==> src/rtl/cola_destinos_fifo.sv <==
// Hall-call destination queue: circular FIFO of floor codes with duplicate
// suppression, drop flagging on invalid/full pushes, and a pending-floor bitmap.
module cola_destinos_fifo #(
   parameter int FLOOR_W    = 2,
   parameter int NUM_FLOORS = 4,
   parameter int DEPTH      = 4,
   parameter int CNT_W      = 3
) (
   input  logic                  clk,
   input  logic                  reset,
   input  logic                  limpiar,
   input  logic                  push,
   input  logic [FLOOR_W-1:0]    piso_in,
   input  logic                  pop,
   output logic [FLOOR_W-1:0]    destino,
   output logic                  valido,
   output logic                  lleno,
   output logic [CNT_W-1:0]      cuenta,
   output logic [NUM_FLOORS-1:0] pendientes,
   output logic                  descartado
);

   localparam int PTR_W = $clog2(DEPTH);

   logic [FLOOR_W-1:0]    mem [DEPTH];
   logic [PTR_W-1:0]      rd_ptr, wr_ptr, rd_nxt, wr_nxt;
   logic [CNT_W-1:0]      cnt_nxt;
   logic [NUM_FLOORS-1:0] pend_nxt, sel_in, sel_head, sel_pop;
   logic [FLOOR_W-1:0]    head_nxt;
   logic                  in_range, dup, pop_eff, room, push_ok;

   always_comb begin
      sel_in   = '0;
      sel_head = '0;
      // One-hot decode doubles as the range check: codes >= NUM_FLOORS decode to zero
      for (int unsigned i = 0; i < NUM_FLOORS; i++) begin
         if (piso_in == FLOOR_W'(i)) sel_in[i] = 1'b1;
         if (destino == FLOOR_W'(i)) sel_head[i] = 1'b1;
      end
      in_range = (sel_in != '0);
      pop_eff  = pop && valido;
      sel_pop  = pop_eff ? sel_head : '0;
      dup      = |(sel_in & pendientes & ~sel_pop);
      room     = !lleno || pop_eff;
      push_ok  = push && in_range && !dup && room;

      rd_nxt   = pop_eff ? rd_ptr + PTR_W'(1) : rd_ptr;
      wr_nxt   = push_ok ? wr_ptr + PTR_W'(1) : wr_ptr;
      pend_nxt = (pendientes & ~sel_pop) | (push_ok ? sel_in : '0);

      cnt_nxt = cuenta;
      if (push_ok && !pop_eff)
         cnt_nxt = cuenta + CNT_W'(1);
      else if (pop_eff && !push_ok)
         cnt_nxt = cuenta - CNT_W'(1);

      // The entry being written this cycle becomes head when it lands at the new read pointer
      if (cnt_nxt == '0)
         head_nxt = '0;
      else if (push_ok && (wr_ptr == rd_nxt))
         head_nxt = piso_in;
      else
         head_nxt = mem[rd_nxt];
   end

   always_ff @(posedge clk) begin
      if (!reset && !limpiar && push_ok)
         mem[wr_ptr] <= piso_in;
   end

   always_ff @(posedge clk) begin
      if (reset || limpiar) begin
         rd_ptr     <= '0;
         wr_ptr     <= '0;
         cuenta     <= '0;
         pendientes <= '0;
         destino    <= '0;
         valido     <= 1'b0;
         lleno      <= 1'b0;
         descartado <= 1'b0;
      end else begin
         rd_ptr     <= rd_nxt;
         wr_ptr     <= wr_nxt;
         cuenta     <= cnt_nxt;
         pendientes <= pend_nxt;
         destino    <= head_nxt;
         valido     <= (cnt_nxt != '0);
         lleno      <= (cnt_nxt == CNT_W'(DEPTH));
         descartado <= push && !push_ok;
      end
   end

endmodule
==> config.mk <==
export PLATFORM = sky130hd
export DESIGN_NAME = cola_destinos_fifo
export DESIGN_NICKNAME = d
export VERILOG_FILES = /design/src/rtl/cola_destinos_fifo.sv
export SDC_FILE = /design/constraint.sdc
export NUM_CORES = 1
export LEC_CHECK = 0
export BUFFER_PORTS_ARGS = -buffer_cell sky130_fd_sc_hd__buf_2
export CAP_MARGIN = 15
export CORE_MARGIN = 3
export CORE_UTILIZATION = 55
export DETAILED_ROUTE_END_ITERATION = 8
export PLACE_DENSITY = 0.75
export SYNTH_ARGS = -nofsm -noshare
export SYNTH_HDL_FRONTEND = slang
export SYNTH_SLANG_ARGS = --single-unit
==> constraint.sdc <==
create_clock -name clk -period 2.95 [get_ports clk]
set_input_delay 0.59 -clock clk [delete_from_list [all_inputs] [get_ports clk]]
set_output_delay 0.59 -clock clk [all_outputs]
set_load 0.02 [all_outputs]
==> results by group <==
Place
  – Input/output buffers: 18
  – Post-DP HPWL: 1.81 mm
  – Setup WS pre-CTS: 0.483 ns
  – GPL Wtd Cong: 0.772
  – Post-DP Area: 1350 µm²

Timing
  – Rel. slew slack: 0.682
  – Period utilization: 0.763
  – Final worst slack: 0.700 ns
  – Final clock skew: 0.0105 ns
  – RSZ-0062 raised after global routing: no
  – Count of final hold-check violations: 0
  – Fin. max-slew vios: 0
  – Minimum clock period: 2.25 ns
  – Worst-margin pin slew: 0.475 ns
  – Max Freq: 444 MHz
  – Setup TNS: 0 ns
  – Final setup viols: 0
  – Hold Slack: 0.481 ns

Setup path
  – Worst reg-to-reg path cell count: 6
  – CP Launch Type: register
  – Crit-path slowest cell: dfxtp_1
  – Reg2Reg Setup Slack: 0.70 ns
  – CP Max Fanout: 11
  – Critical Path Sink Type: register
  – CP cell instances: nand4_1 > a32o_2 > o22ai_4 > a21boi_0 > buf_4 > and3_1
  – CP required: 2.98 ns
  – Max incr delay on CP: 0.52 ns
  – Worst path top cell family by delay: compound AO/OA/AOI/OAI gates
  – Crit Path Class: register to register
  – Worst reg2reg startpoint: valido$_SDFF_PP0_
  – Worst Path Buf+Inv: 1
  – Worst EP arrival: 2.28 ns
  – Reg2reg end: mem[1][0]$_DFFE_PP_

Run
  – Number of max-cap violations: 0

Synthesis
  – YS warnings: 0
  – Post-synth net total: 132
  – Synth async-reset ratio: 0
  – Most common flop cell mapped by yosys: dfxtp_1
  – Synth unique cells: 39
  – Synth top area cells: dfxtp_1 26%, edfxtp_1 19%, ha_1 6.1%
  – Synth top area share: 0.260
  – Post-synthesis sequential area ratio: 0.454
  – Number of synthesized flops with an enable pin: 8
  – Area of the mapped netlist: 1230 µm²
  – Top cells by count, synth: 16 x dfxtp_1, 16 x nor2_1, 8 x edfxtp_1, 8 x nand2_1
  – Syn avg cell area: 10.4 µm²
  – Mapped Cells: 119
  – #FFs+latches synth: 24
  – Synth area leader: dfxtp_1

Clocking
  – Postcts setup bufs: 0
  – CTS Hold Bufs: 0
  – CTS tree: done
  – Worst-Skew Late Latency: 0.31 ns
  – Total CTS buffers: 3
  – Clk slew on worst S/H paths: 0.13 ns
  – Clock tree root driver cell: clkbuf_4
  – Post-CTS resize count: 0
  – CTS max path bufs: 2
  – CTS H-tree depth: 1
  – Clock Sinks: 24

Worst hold path
  – Hold EP: pendientes[2]$_SDFF_PP0_
  – Hold Path Class: register to register
  – Hold depth: 2
  – Hold path start: pendientes[2]$_SDFF_PP0_

Cells and area
  – Area added between synthesis and finish: 11.4%
  – Filler cell count: 174
  – Util after Layout: 0.673
  – Final Cell Area: 1370 µm²
  – Nets@finish: 152
  – # diodes: 0
  – Share of cells above drive strength 1: 0.232

Route
  – DR iter-0 viols: 18
  – Post-route ant nets: 0
  – Residual DRC: 0
  – Via/cell ratio: 5.64
  – Routed WL: 2.38 mm
  – DRT Pass-1 Iters: 4
  – Routed via count: 931
  – DR WL/cell: 14.4 µm

Run status
  – Run status: complete, no violations

Floorplan
  – Area of the core: 2040 µm²
  – DIE WIDTH: 53.4 µm
  – Initial Util: 0.604
  – Ports: 19
  – Row count: 16
  – Die area: 2850 µm²
  – Die height: 53.4 µm

GRT
  – Initial antenna violation count: 0
  – GRT Overall Usage: 0.199
  – Largest net degree at the start of global routing: 15
  – First-pass GRT wire length: 3.97 mm
  – Vias in the first global route: 884
  – Total grt overflow: 0

Power and ir drop
  – Leakage Power: 0.571 nW
  – Worst VDD drop: 0.284 mV
  – Pwr dens: 438 nW/µm²
[layer usage]
metal  global-route usage  part of all wire
met2                0.308              0.45
met3               0.0254             0.051
met4               0.0894             0.025
met5                    0                 0
met1                0.273              0.47
[sequential cells by signal, summed over array words and instances, names as in the netlist, 2 cells and up]
name,flops
destino,2
mem,8
rd_ptr,2
wr_ptr,2
pendientes,4
cuenta,3
[layout by cell type, fill, tap and decap left out, types with 2 or more instances in the layout]
| cell type | Yosys | routed |
|---|---|---|
| nor3b_1 | 2 | 2 |
| buf_2 | 2 | 18 |
| o21a_1 | 2 | 2 |
| nor2_1 | 16 | 16 |
| nand2b_1 | 2 | 2 |
| nand3b_1 | 2 | 2 |
| nand2_1 | 8 | 8 |
| ha_1 | 6 | 6 |
| nand3_1 | 3 | 3 |
| dfxtp_1 | 16 | 16 |
| a21oi_1 | 6 | 6 |
| inv_1 | 5 | 5 |
| and3_1 | 4 | 4 |
| a211oi_1 | 2 | 2 |
| clkbuf_4 | 0 | 3 |
| mux2i_1 | 5 | 5 |
| xnor2_1 | 4 | 4 |
| o21ai_0 | 2 | 2 |
| a21boi_0 | 2 | 2 |
| mux4_2 | 2 | 2 |
| edfxtp_1 | 8 | 8 |
[how the worst max path moves through the flow]
stage	start	end	slack, ns	depth (start not counted)
3_5_place_dp	pop	mem[1][0]$_DFFE_PP_	0.48	7
4_1_cts	valido$_SDFF_PP0_	mem[1][0]$_DFFE_PP_	0.73	6
3_3_place_gp	pop	mem[2][0]$_DFFE_PP_	0.59	7
2_1_floorplan	piso_in[0]	mem[0][0]$_DFFE_PP_	0.74	7
6_report	valido$_SDFF_PP0_	mem[1][0]$_DFFE_PP_	0.70	6
5_1_grt	valido$_SDFF_PP0_	mem[1][0]$_DFFE_PP_	0.52	6
[layout make-up]
cell class              instances  area (µm²)  share of cell area
well taps                      27        33.8              0.0246
repair buffers                 19        97.6              0.0710
flip-flops and latches         24         561               0.408
inverters                       5        18.8              0.0137
multi-input cells              86         637               0.464
clock buffers                   4        26.3              0.0191
[logic make-up after synthesis]
family / count (synthesis) / share of synthesized area
DFF: 24 / 0.454
buffers and inverters: 9 / 0.0294
muxes: 7 / 0.0771
and+or+nand+nor: 47 / 0.209
adders and majority gates: 6 / 0.0609
AOI/OAI and AO/OA: 21 / 0.134
xor gates and xnor gates: 5 / 0.0355
[through the flow]
step	total power, mW	instances
after CTS	0.604	165
after global placement	0.460	161
after global routing	0.635	165
after detailed placement	0.462	161
after floorplan	0.434	119
final	0.602	165
[worst register-to-register path, stage by stage, from the launching register on]
cell and delay [ns]:
dfxtp_1 0.52, nand4_1 0.17, a32o_2 0.32, o22ai_4 0.29
a21boi_0 0.24, buf_4 0.21, and3_1 0.23
[power by group]
part / switching (mW) / internal, mW
clock network: 0.0942 / 0.0528
logic: 0.0551 / 0.0396
registers: 0.0104 / 0.350
Note: power is estimated with default switching activity, not from simulation.
